===== config.mk =====
export PLATFORM = sky130hd
export DESIGN_NAME = phase_sequencer_flat
export DESIGN_NICKNAME = d
export VERILOG_FILES = /design/src/rtl/phase_sequencer_if.sv /design/src/rtl/phase_sequencer.sv /design/src/flat_wrapper.sv
export SDC_FILE = /design/constraint.sdc
export NUM_CORES = 1
export LEC_CHECK = 0
export BUFFER_PORTS_ARGS = -buffer_cell sky130_fd_sc_hd__buf_2
export CORE_MARGIN = 4
export CORE_UTILIZATION = 45
export DETAILED_ROUTE_END_ITERATION = 6
export PLACE_DENSITY_LB_ADDON = 0.05
export SKIP_LAST_GASP = 1
export SYNTH_ARGS = -nofsm -noshare
export SYNTH_HDL_FRONTEND = slang
export SYNTH_SLANG_ARGS = --single-unit

===== constraint.sdc =====
create_clock -name CLOCK -period 2.1 [get_ports CLOCK]
set_input_delay 0.63 -clock CLOCK [delete_from_list [all_inputs] [get_ports CLOCK]]
set_output_delay 0.63 -clock CLOCK [all_outputs]
set_load 0.02 [all_outputs]

===== src/rtl/phase_sequencer_if.sv =====
// Sequencer control bus: run switch and instruction/flag inputs in, phase and strobes out.
interface phase_sequencer_if #(
  parameter int IC_WIDTH = 16
);
  logic                EXEC;
  logic [15:0]         COMMAND;
  logic [3:0]          SZCV;
  logic [4:0]          phase;
  logic                ir_we;
  logic                mem_we;
  logic                reg_we;
  logic                pc_inc;
  logic                pc_load;
  logic                running;
  logic                halted;
  logic [IC_WIDTH-1:0] icount;

  modport master (
    output EXEC, COMMAND, SZCV,
    input  phase, ir_we, mem_we, reg_we, pc_inc, pc_load, running, halted, icount
  );

  modport slave (
    input  EXEC, COMMAND, SZCV,
    output phase, ir_we, mem_we, reg_we, pc_inc, pc_load, running, halted, icount
  );
endinterface


===== src/rtl/phase_sequencer.sv =====
// Five-phase instruction sequencer: P1 fetch, P2 decode, P3 execute, P4 memory, P5 writeback.
// Define SINGLE_STEP_EN to stop after every instruction (one instruction per EXEC edge).
module phase_sequencer #(
  parameter int MEM_WAIT = 0,
  parameter int IC_WIDTH = 16
) (
  input  logic             CLOCK,
  input  logic             RESET,
  phase_sequencer_if.slave bus
);
  typedef enum logic [2:0] {S_IDLE, S_P1, S_P2, S_P3, S_P4, S_P5, S_HALT} state_t;

  localparam logic [IC_WIDTH-1:0] IC_ONE = {{(IC_WIDTH-1){1'b0}}, 1'b1};

  state_t              state, state_nxt;
  logic [3:0]          wait_cnt, wait_nxt;
  logic                stop_pend, stop_nxt;
  logic                exec_q, exec_arm, exec_edge;
  logic                hlt_q, taken_q;
  logic [IC_WIDTH-1:0] icount;
  logic                in_run, last_p4;
  logic                cmd_st, cmd_hlt, cmd_regw, cmd_taken;
  logic                unused_bits;

  // exec_arm blocks a level already high out of reset from looking like an edge
  assign exec_edge = bus.EXEC & ~exec_q & exec_arm;
  assign in_run    = (state == S_P1) || (state == S_P2) || (state == S_P3) ||
                     (state == S_P4) || (state == S_P5);
  assign last_p4   = (state == S_P4) && (wait_cnt == 4'(MEM_WAIT));

  assign cmd_st   = bus.COMMAND[15:14] == 2'b01;
  assign cmd_hlt  = (bus.COMMAND[15:14] == 2'b11) && (bus.COMMAND[7:4] == 4'hf);
  assign cmd_regw = (bus.COMMAND[15:14] == 2'b00) ||
                    ((bus.COMMAND[15:14] == 2'b11) && (bus.COMMAND[7:4] <= 4'd12)) ||
                    (bus.COMMAND[15:11] == 5'b10000);
  assign unused_bits = ^{bus.COMMAND[3:0], bus.SZCV[1]};

  always_comb begin
    cmd_taken = 1'b0;
    if (bus.COMMAND[15:11] == 5'b10100) begin
      cmd_taken = 1'b1;
    end else if (bus.COMMAND[15:11] == 5'b10111) begin
      case (bus.COMMAND[10:8])
        3'b000:  cmd_taken = bus.SZCV[2];
        3'b001:  cmd_taken = bus.SZCV[3] ^ bus.SZCV[0];
        3'b010:  cmd_taken = bus.SZCV[2] | (bus.SZCV[3] ^ bus.SZCV[0]);
        3'b011:  cmd_taken = ~bus.SZCV[2];
        default: cmd_taken = 1'b0;
      endcase
    end
  end

  always_comb begin
    state_nxt = state;
    wait_nxt  = wait_cnt;
    stop_nxt  = stop_pend;
    if (in_run && exec_edge) stop_nxt = 1'b1;
    case (state)
      S_IDLE: if (exec_edge) state_nxt = S_P1;
      S_P1:   state_nxt = S_P2;
      S_P2:   state_nxt = S_P3;
      S_P3:   state_nxt = S_P4;
      S_P4: begin
        if (last_p4) begin
          wait_nxt  = 4'd0;
          state_nxt = S_P5;
        end else begin
          wait_nxt  = wait_cnt + 4'd1;
        end
      end
      S_P5: begin
        if (hlt_q)         state_nxt = S_HALT;
        else if (stop_nxt) state_nxt = S_IDLE;
        else               state_nxt = S_P1;
      end
      default: state_nxt = S_HALT;
    endcase
`ifdef SINGLE_STEP_EN
    if (state_nxt == S_P1) stop_nxt = 1'b1;
`endif
    if (state_nxt == S_IDLE) stop_nxt = 1'b0;
  end

  always_ff @(posedge CLOCK or negedge RESET) begin
    if (!RESET) begin
      state     <= S_IDLE;
      wait_cnt  <= 4'd0;
      stop_pend <= 1'b0;
      exec_q    <= 1'b0;
      exec_arm  <= 1'b0;
      hlt_q     <= 1'b0;
      taken_q   <= 1'b0;
      icount    <= '0;
    end else begin
      state     <= state_nxt;
      wait_cnt  <= wait_nxt;
      stop_pend <= stop_nxt;
      exec_q    <= bus.EXEC;
      exec_arm  <= exec_arm | ~bus.EXEC;
      if (state == S_P2) hlt_q <= cmd_hlt;
      if (state == S_P3) taken_q <= cmd_taken;
      if ((state == S_P5) && !hlt_q) icount <= icount + IC_ONE;
    end
  end

  always_comb begin
    bus.phase = 5'b00000;
    case (state)
      S_P1:    bus.phase = 5'b00001;
      S_P2:    bus.phase = 5'b00010;
      S_P3:    bus.phase = 5'b00100;
      S_P4:    bus.phase = 5'b01000;
      S_P5:    bus.phase = 5'b10000;
      default: bus.phase = 5'b00000;
    endcase
  end

  assign bus.ir_we   = state == S_P1;
  assign bus.mem_we  = last_p4 & cmd_st;
  assign bus.reg_we  = (state == S_P5) & cmd_regw;
  assign bus.pc_load = (state == S_P5) & ~hlt_q & taken_q;
  assign bus.pc_inc  = (state == S_P5) & ~hlt_q & ~taken_q;
  assign bus.running = in_run;
  assign bus.halted  = state == S_HALT;
  assign bus.icount  = icount;
endmodule


===== src/flat_wrapper.sv =====
// flat-port wrapper written by rule: the top's interface ports become plain ports
module phase_sequencer_flat 
#(
  parameter int MEM_WAIT = 0,
  parameter int IC_WIDTH = 16
)
  (CLOCK, RESET, bus_EXEC, bus_COMMAND, bus_SZCV, bus_phase, bus_ir_we, bus_mem_we, bus_reg_we, bus_pc_inc, bus_pc_load, bus_running, bus_halted, bus_icount);
  phase_sequencer_if #(.IC_WIDTH(IC_WIDTH)) bus_i ();
  input  logic CLOCK;
  input  logic RESET;
  input wire logic [$bits(bus_i.EXEC)-1:0] bus_EXEC;
  input wire logic [$bits(bus_i.COMMAND)-1:0] bus_COMMAND;
  input wire logic [$bits(bus_i.SZCV)-1:0] bus_SZCV;
  output wire logic [$bits(bus_i.phase)-1:0] bus_phase;
  output wire logic [$bits(bus_i.ir_we)-1:0] bus_ir_we;
  output wire logic [$bits(bus_i.mem_we)-1:0] bus_mem_we;
  output wire logic [$bits(bus_i.reg_we)-1:0] bus_reg_we;
  output wire logic [$bits(bus_i.pc_inc)-1:0] bus_pc_inc;
  output wire logic [$bits(bus_i.pc_load)-1:0] bus_pc_load;
  output wire logic [$bits(bus_i.running)-1:0] bus_running;
  output wire logic [$bits(bus_i.halted)-1:0] bus_halted;
  output wire logic [$bits(bus_i.icount)-1:0] bus_icount;
  assign bus_i.EXEC = bus_EXEC;
  assign bus_i.COMMAND = bus_COMMAND;
  assign bus_i.SZCV = bus_SZCV;
  assign bus_phase = bus_i.phase;
  assign bus_ir_we = bus_i.ir_we;
  assign bus_mem_we = bus_i.mem_we;
  assign bus_reg_we = bus_i.reg_we;
  assign bus_pc_inc = bus_i.pc_inc;
  assign bus_pc_load = bus_i.pc_load;
  assign bus_running = bus_i.running;
  assign bus_halted = bus_i.halted;
  assign bus_icount = bus_i.icount;
  phase_sequencer #(.MEM_WAIT(MEM_WAIT), .IC_WIDTH(IC_WIDTH)) u_core (.CLOCK(CLOCK), .RESET(RESET), .bus(bus_i));
endmodule

==> results.md, run 1 <==
* Critical-path cell list: inv_2 > ha_4 > or3b_4 > nor4bb_4 > buf_4
* First-pass DRT Iterations at 4
* Slowest CP cell: dfrtp_1
* Post-detail-place hpwl at ~2300 um
* Failing checks: setup timing
* H-tree Lvls at 1
* Number of I/O pins at a little over 50
* Register area share after synthesis at 47.5%
* Initial core utilization at 47.6%
* CTS tree: yes
* Crit-path max cell delay at about 430 ps
* Psw at approximately 0.00087 W
* Routed vias at between 1,000 and 1,500
* Comb power frac at a little under three fifths
* Final Setup Violations at 9
* Non-filler instance count after layout at ~270
* Row Count at 20
* CP required at between 1000 and 1500 ps
* Crit path launch type: flop
* Critical path class: flop to output pin
* Fmax at 409 MHz
* Hold Crit Class: primary input to async pin
* Total grt overflow at 0
* Final wirelength at 3720 um
* R2r worst-path depth at 8
* Max rail drop VDD at 0.745 mV
* Tmin final at between 2000 and 2500 ps
* Number of global-route vias before repair at between 1,000 and 1,500
* Initial antenna violation count at 0
* Pwr/cell area at roughly 1100 nW/um^2
* Cts bufs inserted at 3
* Switching portion of total power at a little under two fifths
* Clock slew at reported path FFs at ~150 ps
* Core area at slightly above 3000 um^2
* CP max FO at 2
* Drt wl/cell at 13.9 um
* Die height at around 65 um
* Final hold vios at 0
* Setup Skew at around 8.7 ps
* Fin Setup TNS at -982 ps
* CTS sink cnt at 28
* Synth unique cells at 42
* Cells after synthesis at 150
* Layout cells sized above 1 at a little under half
* Max clock buf depth at 2
* Worst path arrival time at about 1800 ps
* Worst-Margin Slew at between 500 and 600 ps
* Initial DRC Count at 41
* Synth-to-layout area growth at 50.8%
* Pins Over Slew Limit at 0
* Outcome: finished, violations left
* Mapped Nets at 177
* Final setup margin at -345 ps
* Number of enable flip-flop cells after synthesis at 0
* Relative slew slack at about 60%
* Final ANT Viol Nets at 0
* Ys async rst share at 100%
* Die Width at approximately 65 um
* Via-per-instance ratio at between 5 and 6
* Die Area at ~4300 um^2
* Root buffer cell: clkbuf_4
* Crit path capture type: output pin
* Leakage Power at roughly 1.1 nW
* YS warnings at 0
* Largest net degree at the start of global routing at 29
* Top_reg_cell synth: dfrtp_1
* Clock Power Share at about 15%
* Post-Syn Area at roughly 1500 um^2
* Pint at between 0.001 and 0.0015 W
* Yosys reg bits at 28
* Gp weighted congestion at ~0.7
* Nets at 252
* First-pass GRT wire length at about 5500 um
* Dpl cells at around 240
* Gr usage total at 16.1%
* Total power at about 0.0023 W
* RSZ-0062 raised after global routing: yes
* Antenna Cells at 0
* Pre-CTS setup slack at -14.2 ps
* # DRC at 0
* Cts hold-fix bufs at 0
* Port bufs at 45
* Mean Syn Cell Area at roughly 10 um^2
* Max Cap Viol at 0
* Fin util at a little under three quarters
* Worst-Skew Late Latency at 320 ps
* Seq pwr share at approximately 30%
* Fin crit share at 116%
==> cells in the mapped netlist, types with 4 or more instances <==
cell type	count	area (um^2)
nand4_1	7	43.8
ha_1	4	50.1
inv_1	7	26.3
a21oi_1	6	30.0
xnor2_1	14	123
nor2_1	11	41.3
o21ai_0	5	25.0
dfrtp_1	28	701
nand2_1	15	56.3
and3_1	4	25.0
nand3_1	6	30.0
==> worst max-delay path: cells and delay by family (launching register included) <==
kind	cells	cell delay [ps]
buffers and inverters	2	270
AND/OR/NAND/NOR	2	680
adder cells (fa/ha/maj)	1	130
flip-flops	1	430
==> state kept, by name, indices dropped and copies added (netlist names) <==
name,count
u_core.taken_q,1
u_core.hlt_q,1
u_core.bus.icount,16
u_core.wait_cnt,4
u_core.exec_arm,1
u_core.exec_q,1
u_core.stop_pend,1
u_core.state,3
==> final timing paths <==
| kind | end | startpoint | slack (ps) |
|---|---|---|---|
| worst min register to register | u_core.bus.icount[15] | u_core.bus.icount[15] | 480 |
| worst max register to register | u_core.bus.icount[14] | u_core.state[1] | 230 |
| max in group asynchronous | u_core.state[2] | RESET | 1390 |
| min in group CLOCK | u_core.exec_q | bus_EXEC | 430 |
| worst min-delay path | u_core.bus.icount[9] | RESET | 290 |
| worst max-delay path | bus_mem_we | u_core.wait_cnt[0] | -340 |
==> metal layers <==
metal  vias up  global-route usage, %  wire length, um
met5         -                      0                0
met4         0                   4.66               32
met3         4                   2.39              206
met2        50                   28.8             1890
met1       661                   20.0             1590
li1        675                      -                -
==> power by group through the flow <==
stage	Combinational, W	Sequential (W)	Clock (W)
after floorplan	0.000464	0.000725	0
after global placement	0.000731	0.000719	0
after detailed placement	0.000736	0.000726	0
after CTS	0.000943	0.000713	0.000359
after global routing	0.00140	0.000710	0.000375
final	0.00130	0.000700	0.000346
==> repair_timing <==
item | CTS | global route
pin swaps | 4 | 8
endpoints found under the setup margin | 10 | 11
resized for setup | 18 | 35
buffers inserted | 9 | 12
==> cell type report <==
cell class	count	area [um^2]
Sequential cell	28	703
Tap cell	44	55.1
Inverter	7	26.3
Clock buffer	3	22.5
Clock inverter	1	30.0
Multi-Input combinational cell	110	856
Fill cell	254	876
Timing Repair Buffer	75	534
==> metrics by stage <==
step                hold slack [ps]  area, um^2
detailed placement              452        1820
floorplan                       334        1490
global placement                442        1820
finish                          288        2230
CTS                             298        2000
global route                    320        2230
==> cells in the final DEF, fill, tap and decap left out, types with 2 or more instances in the layout <==
cell type  instances
clkbuf_4           3
xor2_1             3
nor3_2             2
o211ai_1           2
and3_4             2
nand4_1            7
buf_2             34
nand2b_1           2
nand2_1           15
ha_4               2
nand3_1            6
ha_1               2
and3_1             2
o21ai_0            5
inv_2              3
buf_4             27
a21oi_1            5
nor2_1            10
o22ai_1            2
xnor2_1           14
inv_1              4
nor3b_4            2
dfrtp_1           26
buf_6             13
dfrtp_2            2
==> kinds of logic (layout without fill, tap and decap cells) <==
group	after synthesis	in the layout	synth area share [%]
flops	28	28	47.5
simple gates	65	65	25.3
compound gates	24	24	10.3
buf+inv	12	86	3.48
xor+xnor	17	17	10.1
fa+ha+maj	4	4	3.39
Power figures use the tool's default switching activity.
==> run 2: changes to the inputs <==
ABC_AREA = 1   (was unset)
clock period = 2.45 ns   (was 2.1 ns; I/O delays follow)
==> run 2 against run 1 <==
Net effect: the flow now finishes without violations; utilization is 14 points lower; register-to-register slack improved by 540 ps; wire length decreased by 9.5%; design area decreased by 12%; non-clock buffer count decreased by 28; synthesized cell count rose by 37%; worst hold slack gained 91 ps; global-route usage shrank 0.10 points; total power down 31%; worst setup slack better by 480 ps; area after synthesis is 9.3% higher; via count increased by 2.6%; critical path type unchanged; critical endpoint is now bus_running; largest cell class unchanged.
==> results.md, run 2 <==
* Outcome: complete, no violations (was finished, violations left)
* Pwr/cell area at 829 nW/um^2 (was 1050 nW/um^2)
* Cts hold-fix bufs at 0 (unchanged)
* Post-detail-place hpwl at 2680 um (was 2340 um)
* Final ANT Viol Nets at 0 (unchanged)
* Die height at 67.9 um (was 65.3 um)
* Met2 wire length at 1620 um (was 1890 um)
* Top_reg_cell synth: dfrtp_1 (unchanged)
* Fin Setup TNS at 0 ps (was -982 ps)
* Largest regs: u_core.bus.icount: 16 flops, u_core.wait_cnt: 4 flops, u_core.state: 3 flops (unchanged)
* Tmin final at between 2000 and 2500 ps
* First-pass GRT wire length at 5690 um (was 5490 um)
* Crit path capture type: output pin (unchanged)
* Comb power frac at 40.1% (was 55.5%)
* Cells after synthesis at 206 (was 150)
* Pint at 0.000952 W (was 0.00148 W)
* Initial antenna violation count at 0 (unchanged)
* Gp weighted congestion at 0.857 (was 0.705)
* Clock Power Share at 19.2% (was 14.7%)
* Antenna Cells at 0 (unchanged)
* Core area at 3390 um^2 (was 3100 um^2)
* Final wirelength at 3370 um (was 3720 um)
* Final setup margin at 135 ps (was -345 ps)
* Most frequent cells after synthesis: nand2_1, inv_1, dfrtp_1 (was dfrtp_1, nand2_1, xnor2_1)
* Final hold vios at 0 (unchanged)
* RSZ-0062 raised after global routing: no (was yes)
* Max clock buf depth at 2 (unchanged)
* Register area share after synthesis at 43.4% (was 47.5%)
* Switching portion of total power at 41.3% (was 36.9%)
* Worst-Skew Late Latency at 350 ps (was 320 ps)
* Routed vias at 1,426 (was 1,390)
* Worst path arrival time at 1580 ps (was 1810 ps)
* CP Launch Point: u_core.state[2] (was u_core.wait_cnt[0])
* Ys async rst share at 100% (unchanged)
* Crit path launch type: flop (unchanged)
* Die Area at 4610 um^2 (was 4260 um^2)
* H-tree Lvls at 1 (unchanged)
* Mean Syn Cell Area at 7.84 um^2 (was 9.84 um^2)
* Initial DRC Count at 96 (was 41)
* Via-per-instance ratio at 4.75 (was 5.19)
* Number of enable flip-flop cells after synthesis at 0 (unchanged)
* Relative slew slack at 57.6% (was 60.1%)
* Fin util at 57.7% (was 71.8%)
* Most numerous cell in the Yosys netlist: nand2_1 (was dfrtp_1)
* Fin crit share at 94.5%
* Row Count at 21 (was 20)
* Met3 WL at 137 um (was 206 um)
* Largest register by flop count: u_core.bus.icount (unchanged)
* Leakage Power at 1.06 nW (was 1.08 nW)
* Pins Over Slew Limit at 0 (unchanged)
* Setup Skew at 17.4 ps (was 8.71 ps)
* Nets at 282 (was 252)
* CTS sink cnt at 28 (unchanged)
* Largest net degree at the start of global routing at 29 (unchanged)
* Pre-CTS setup slack at 276 ps (was -14.2 ps)
* Commonest non-fill, non-tap cell in the layout: nand2_1 (was buf_2)
* First-pass DRT Iterations at 4 (unchanged)
* Cts bufs inserted at 3 (unchanged)
* Max Cap Viol at 0 (unchanged)
* Top routing layer in use: met4 (unchanged)
* Mapped Nets at 233 (was 177)
* Port bufs at 45 (unchanged)
* Layout cells sized above 1 at 25.2% (was 45.5%)
* Most frequent cells in the layout: nand2_1, buf_2, inv_1 (was buf_2, buf_4, dfrtp_1)
* Post-Syn Area at 1610 um^2 (was 1480 um^2)
* Critical path class: flop to output pin (unchanged)
* Root buffer cell: clkbuf_4 (unchanged)
* Synth area leader: dfrtp_1 (unchanged)
* Total grt overflow at 0 (unchanged)
* Psw at 0.000668 W (was 0.000867 W)
* Clock slew at reported path FFs at 160 ps (was 150 ps)
* Number of global-route vias before repair at 1,325 (was 1,318)
* Seq pwr share at 40.8% (was 29.8%)
* CP required at 1710 ps (was 1470 ps)
* Fmax at 432 MHz
* Gr usage total at 16.0% (was 16.1%)
* Number of I/O pins at 51 (unchanged)
* CTS tree: yes (unchanged)
* CP max FO at 6 (was 2)
* Initial core utilization at 47.6% (about the same)
* Share of the synthesized area in the top cell type at 43.4% (was 47.5%)
* Final Setup Violations at 0 (was 9)
* WL met1 at 1600 um (was 1590 um)
* Die Width at 67.9 um (was 65.3 um)
* Yosys reg bits at 28 (unchanged)
* Largest register FFs at 16 (unchanged)
* Max rail drop VDD at 0.326 mV (was 0.745 mV)
* Ranking of synthesized cells by area: dfrtp_1, nand2_1, inv_1 (was dfrtp_1, xnor2_1, nand2_1)
* Drt wl/cell at 11.2 um (was 13.9 um)
* Synth-to-layout area growth at 21.1% (was 50.8%)
* Hold Crit Class: primary input to async pin (unchanged)
* # DRC at 0 (unchanged)
* Synth unique cells at 24 (was 42)
* R2R Path Start: u_core.state[1] (unchanged)
* Worst-Margin Slew at 635 ps (was 599 ps)
* YS warnings at 0 (unchanged)
-- run 2: cell count changes after synthesis, moves of 3 or more --
cell	delta
nand2_1	+35
inv_1	+24
nor2_1	+12
xnor2_1	-9
nand3_1	+8
xor2_1	+8
nor3_1	+6
and3_1	-4
nand4_1	-3
-- run 2: power by group through the flow --
| stage | combinational (W) | clock, W | sequential, W |
|---|---|---|---|
| 2_1_floorplan | 0.000454 | 0 | 0.000674 |
| 3_3_place_gp | 0.000642 | 0 | 0.000665 |
| 3_5_place_dp | 0.000651 | 0 | 0.000664 |
| 4_1_cts | 0.000652 | 0.000319 | 0.000654 |
| 5_1_grt | 0.000735 | 0.000334 | 0.000676 |
| 6_report | 0.000649 | 0.000310 | 0.000661 |
-- run 2: critical path, stage by stage (launching register included) --
cell,delay [ps]
dfrtp_2,500
inv_1,150
nand3_2,150
nand2_1,130
inv_1,70
nand4_1,70
buf_2,170
-- run 2: path summary, 6_finish.rpt --
| kind | endpoint | cells past startpoint | slack (ps) |
|---|---|---|---|
| worst max-delay path | bus_running | 6 | 130 |
| min in group CLOCK | u_core.wait_cnt[3] | 1 | 490 |
| worst min-delay path | u_core.state[1] | 1 | 380 |
| max in group asynchronous | u_core.state[2] | 1 | 1630 |
| worst min register to register | u_core.wait_cnt[3] | 1 | 490 |
| worst max register to register | u_core.bus.icount[10] | 9 | 770 |
-- run 2: routing by layer --
| layer | vias up | global-route usage (%) |
|---|---|---|
| li1 | 739 | - |
| met1 | 660 | 21.6 |
| met2 | 24 | 26.7 |
| met3 | 3 | 3.94 |
| met4 | 0 | 2.23 |
| met5 | - | 0 |
-- run 2: area by class of cell --
type / instances / area, um^2
Clock buffer: 3 / 22.5
Clock inverter: 1 / 30.0
Fill cell: 316 / 1440
Inverter: 33 / 124
Multi-Input combinational cell: 142 / 777
Sequential cell: 28 / 703
Tap cell: 46 / 57.6
Timing Repair Buffer: 47 / 240
-- run 2: what timing repair did --
action	CTS	global route
setup endpoints to repair	0	2
buffers inserted	0	0
gates resized for setup	0	4
-- run 2: cell families after synthesis --
family,Yosys count,share of synthesized area (%)
buffers and inverters,36,9.15
XOR/XNOR,16,8.68
adder cells (fa/ha/maj),4,3.10
AO/OA/AOI/OAI,14,4.65
AND/OR/NAND/NOR,108,31.0
flip-flops,28,43.4
-- run 2: through the flow --
stage | power [W] | hold WS, ps | cells | area [um^2]
floorplan | 0.00113 | 439 | 206 | 1610
detailed placement | 0.00131 | 470 | 296 | 1890
CTS | 0.00163 | 398 | 300 | 1940
finish | 0.00162 | 379 | 300 | 1950
global placement | 0.00131 | 463 | 296 | 1890
global route | 0.00174 | 418 | 300 | 1950
==> run 3: changes to the inputs <==
clock period = 2.3 ns   (was 2.45 ns; I/O delays follow)
==> run 3 against run 2 <==
Net effect: design area is 1.9% higher; die area unchanged; combinational power is 17% higher; worst hold slack worse by 38 ps; largest power group is now combinational logic.
==> results.md, run 3 (synthesis gave the netlist of run 2 again) <==
* R2R Path Start: u_core.state[1] (unchanged)
* First-pass GRT wire length at 5580 um (was 5690 um)
* Gp weighted congestion at 0.853 (was 0.857)
* Largest net degree at the start of global routing at 29 (unchanged)
* R2r setup slk at 630 ps (was 770 ps)
* Root buffer cell: clkbuf_4 (unchanged)
* Nets at 287 (was 282)
* Final ANT Viol Nets at 0 (unchanged)
* Clock slew at reported path FFs at 160 ps (about the same)
* Crit path launch type: flop (unchanged)
* First-pass DRT Iterations at 4 (unchanged)
* Leakage Power at 1.09 nW (was 1.06 nW)
* CP Launch Point: u_core.state[2] (unchanged)
* Initial antenna violation count at 0 (unchanged)
* Outcome: complete, no violations (unchanged)
* Initial DRC Count at 75 (was 96)
* Worst path arrival time at 1520 ps (was 1580 ps)
* Final hold slack at 341 ps (was 379 ps)
* Fmax at around 450 MHz
* Tmin final at ~2200 ps
* Cts bufs inserted at 3 (unchanged)
* CP required at 1610 ps (was 1710 ps)
* Critical Path End: bus_phase[2] (was bus_running)
* Critical path class: flop to output pin (unchanged)
* Largest regs: u_core.bus.icount: 16 flops, u_core.wait_cnt: 4 flops, u_core.state: 3 flops (unchanged)
* Final hold vios at 0 (unchanged)
* Largest register FFs at 16 (unchanged)
* Max rail drop VDD at 0.589 mV (was 0.326 mV)
* Number of I/O pins at 51 (unchanged)
* Synth-to-layout area growth at 23.4% (was 21.1%)
* H-tree Lvls at 1 (unchanged)
* Antenna Cells at 0 (unchanged)
* Post-detail-place hpwl at 2670 um (was 2680 um)
* Routed vias at 1,428 (was 1,426)
* Fin crit share at between 90% and 100%
* Total grt overflow at 0 (unchanged)
* Non-filler instance count after layout at 305 (was 300)
* Cell area after layout at 1990 um^2 (was 1950 um^2)
* Initial core utilization at 47.6% (unchanged)
* Crit path capture type: output pin (unchanged)
* Fin Setup TNS at 0 ps (unchanged)
* Hold Crit Class: primary input to async pin (unchanged)
* # DRC at 0 (unchanged)
* Most frequent cells in the layout: nand2_1, buf_2, inv_1 (unchanged)
* Worst-Skew Late Latency at 330 ps (was 350 ps)
* CP max FO at 4 (was 6)
* Max Cap Viol at 0 (unchanged)
* Drt wl/cell at 10.9 um (was 11.2 um)
* Core area at 3390 um^2 (unchanged)
* Pins Over Slew Limit at 0 (unchanged)
* Total power at 0.00177 W (was 0.00162 W)
* Max clock buf depth at 2 (unchanged)
* Number of global-route vias before repair at 1,269 (was 1,325)
* Reg-to-Reg End: u_core.bus.icount[12] (was u_core.bus.icount[10])
* Setup Skew at 16.4 ps (was 17.4 ps)
* Die Width at 67.9 um (unchanged)
* CTS sink cnt at 28 (unchanged)
* CTS tree: yes (unchanged)
* Layout cells sized above 1 at 27.4% (was 25.2%)
* Final wirelength at 3310 um (was 3370 um)
* Final Setup Violations at 0 (unchanged)
* Port bufs at 45 (unchanged)
* Dpl cells at 296 (unchanged)
* Die Area at 4610 um^2 (unchanged)
* Row Count at 21 (unchanged)
* Gr usage total at 15.8% (was 16.0%)
* Worst-Margin Slew at 619 ps (was 635 ps)
* Via-per-instance ratio at 4.68 (was 4.75)
* RSZ-0062 raised after global routing: no (unchanged)
* Commonest non-fill, non-tap cell in the layout: nand2_1 (unchanged)
* Die height at 67.9 um (unchanged)
* Post-DP Area at 1890 um^2 (unchanged)
* R2r worst-path depth at 8 (was 9)
* Relative slew slack at 58.7% (was 57.6%)
* Largest register by flop count: u_core.bus.icount (unchanged)
* Pwr/cell area at 889 nW/um^2 (was 829 nW/um^2)
[run 3: cell types whose count changed in the layout (fill, tap and decap cells not counted), sizes merged]
cell and delta:
buf +5
[run 3: worst min path at each step]
stage                        from                   end  slack (ps)  cells past startpoint
6_report                    RESET       u_core.exec_arm         340                      1
5_1_grt                     RESET  u_core.bus.icount[2]         370                      1
4_1_cts                     RESET       u_core.exec_arm         350                      1
3_5_place_dp   u_core.wait_cnt[3]    u_core.wait_cnt[3]         460                      1
3_3_place_gp   u_core.wait_cnt[3]    u_core.wait_cnt[3]         460                      1
2_1_floorplan               RESET  u_core.bus.icount[0]         390                      0
[run 3: worst max-delay path: stages, from the launching register on]
cell and delay, ps:
dfrtp_2 450, buf_4 150, ha_1 260, inv_1 60, nor2_1 100, buf_2 170
[run 3: metal layers]
layer / vias up / GRT usage (%) / part of all wire [%]
met3: 2 / 4.11 / 4.0
li1: 752 / - / -
met2: 18 / 26.0 / 49
met4: 0 / 2.73 / 0.33
met1: 656 / 21.4 / 47
met5: - / 0 / 0
[run 3: power by group]
| group | switching, W | total, W | internal [W] |
|---|---|---|---|
| clock network | 0.000144 | 0.000320 | 0.000176 |
| registers | 0.0000935 | 0.000689 | 0.000595 |
| logic | 0.000471 | 0.000761 | 0.000290 |
| total | 0.000708 | 0.00177 | 0.00106 |
[run 3: timing repair]
action,4_1_cts,5_1_grt
gates resized for setup,1,5
buffers inserted,0,5
hold buffers,0,0
pin swaps,0,0
setup endpoints to repair,1,2
[run 3: metrics by stage]
stage               worst slack [ps]  utilization [%]
finish                          89.0             58.8
global route                    1.61             58.8
CTS                             8.38             57.3
detailed placement               217             55.7
global placement                 218             55.7
floorplan                       83.1                -
[run 3: layout make-up]
cell class | instances | area (um^2)
fill | 327 | 1400
inverter | 33 | 124
clock inverter | 1 | 30.0
sequential | 28 | 704
timing repair buffer | 52 | 278
multi-input combinational | 142 | 776
clock buffer | 3 | 22.5
tap | 46 | 57.6
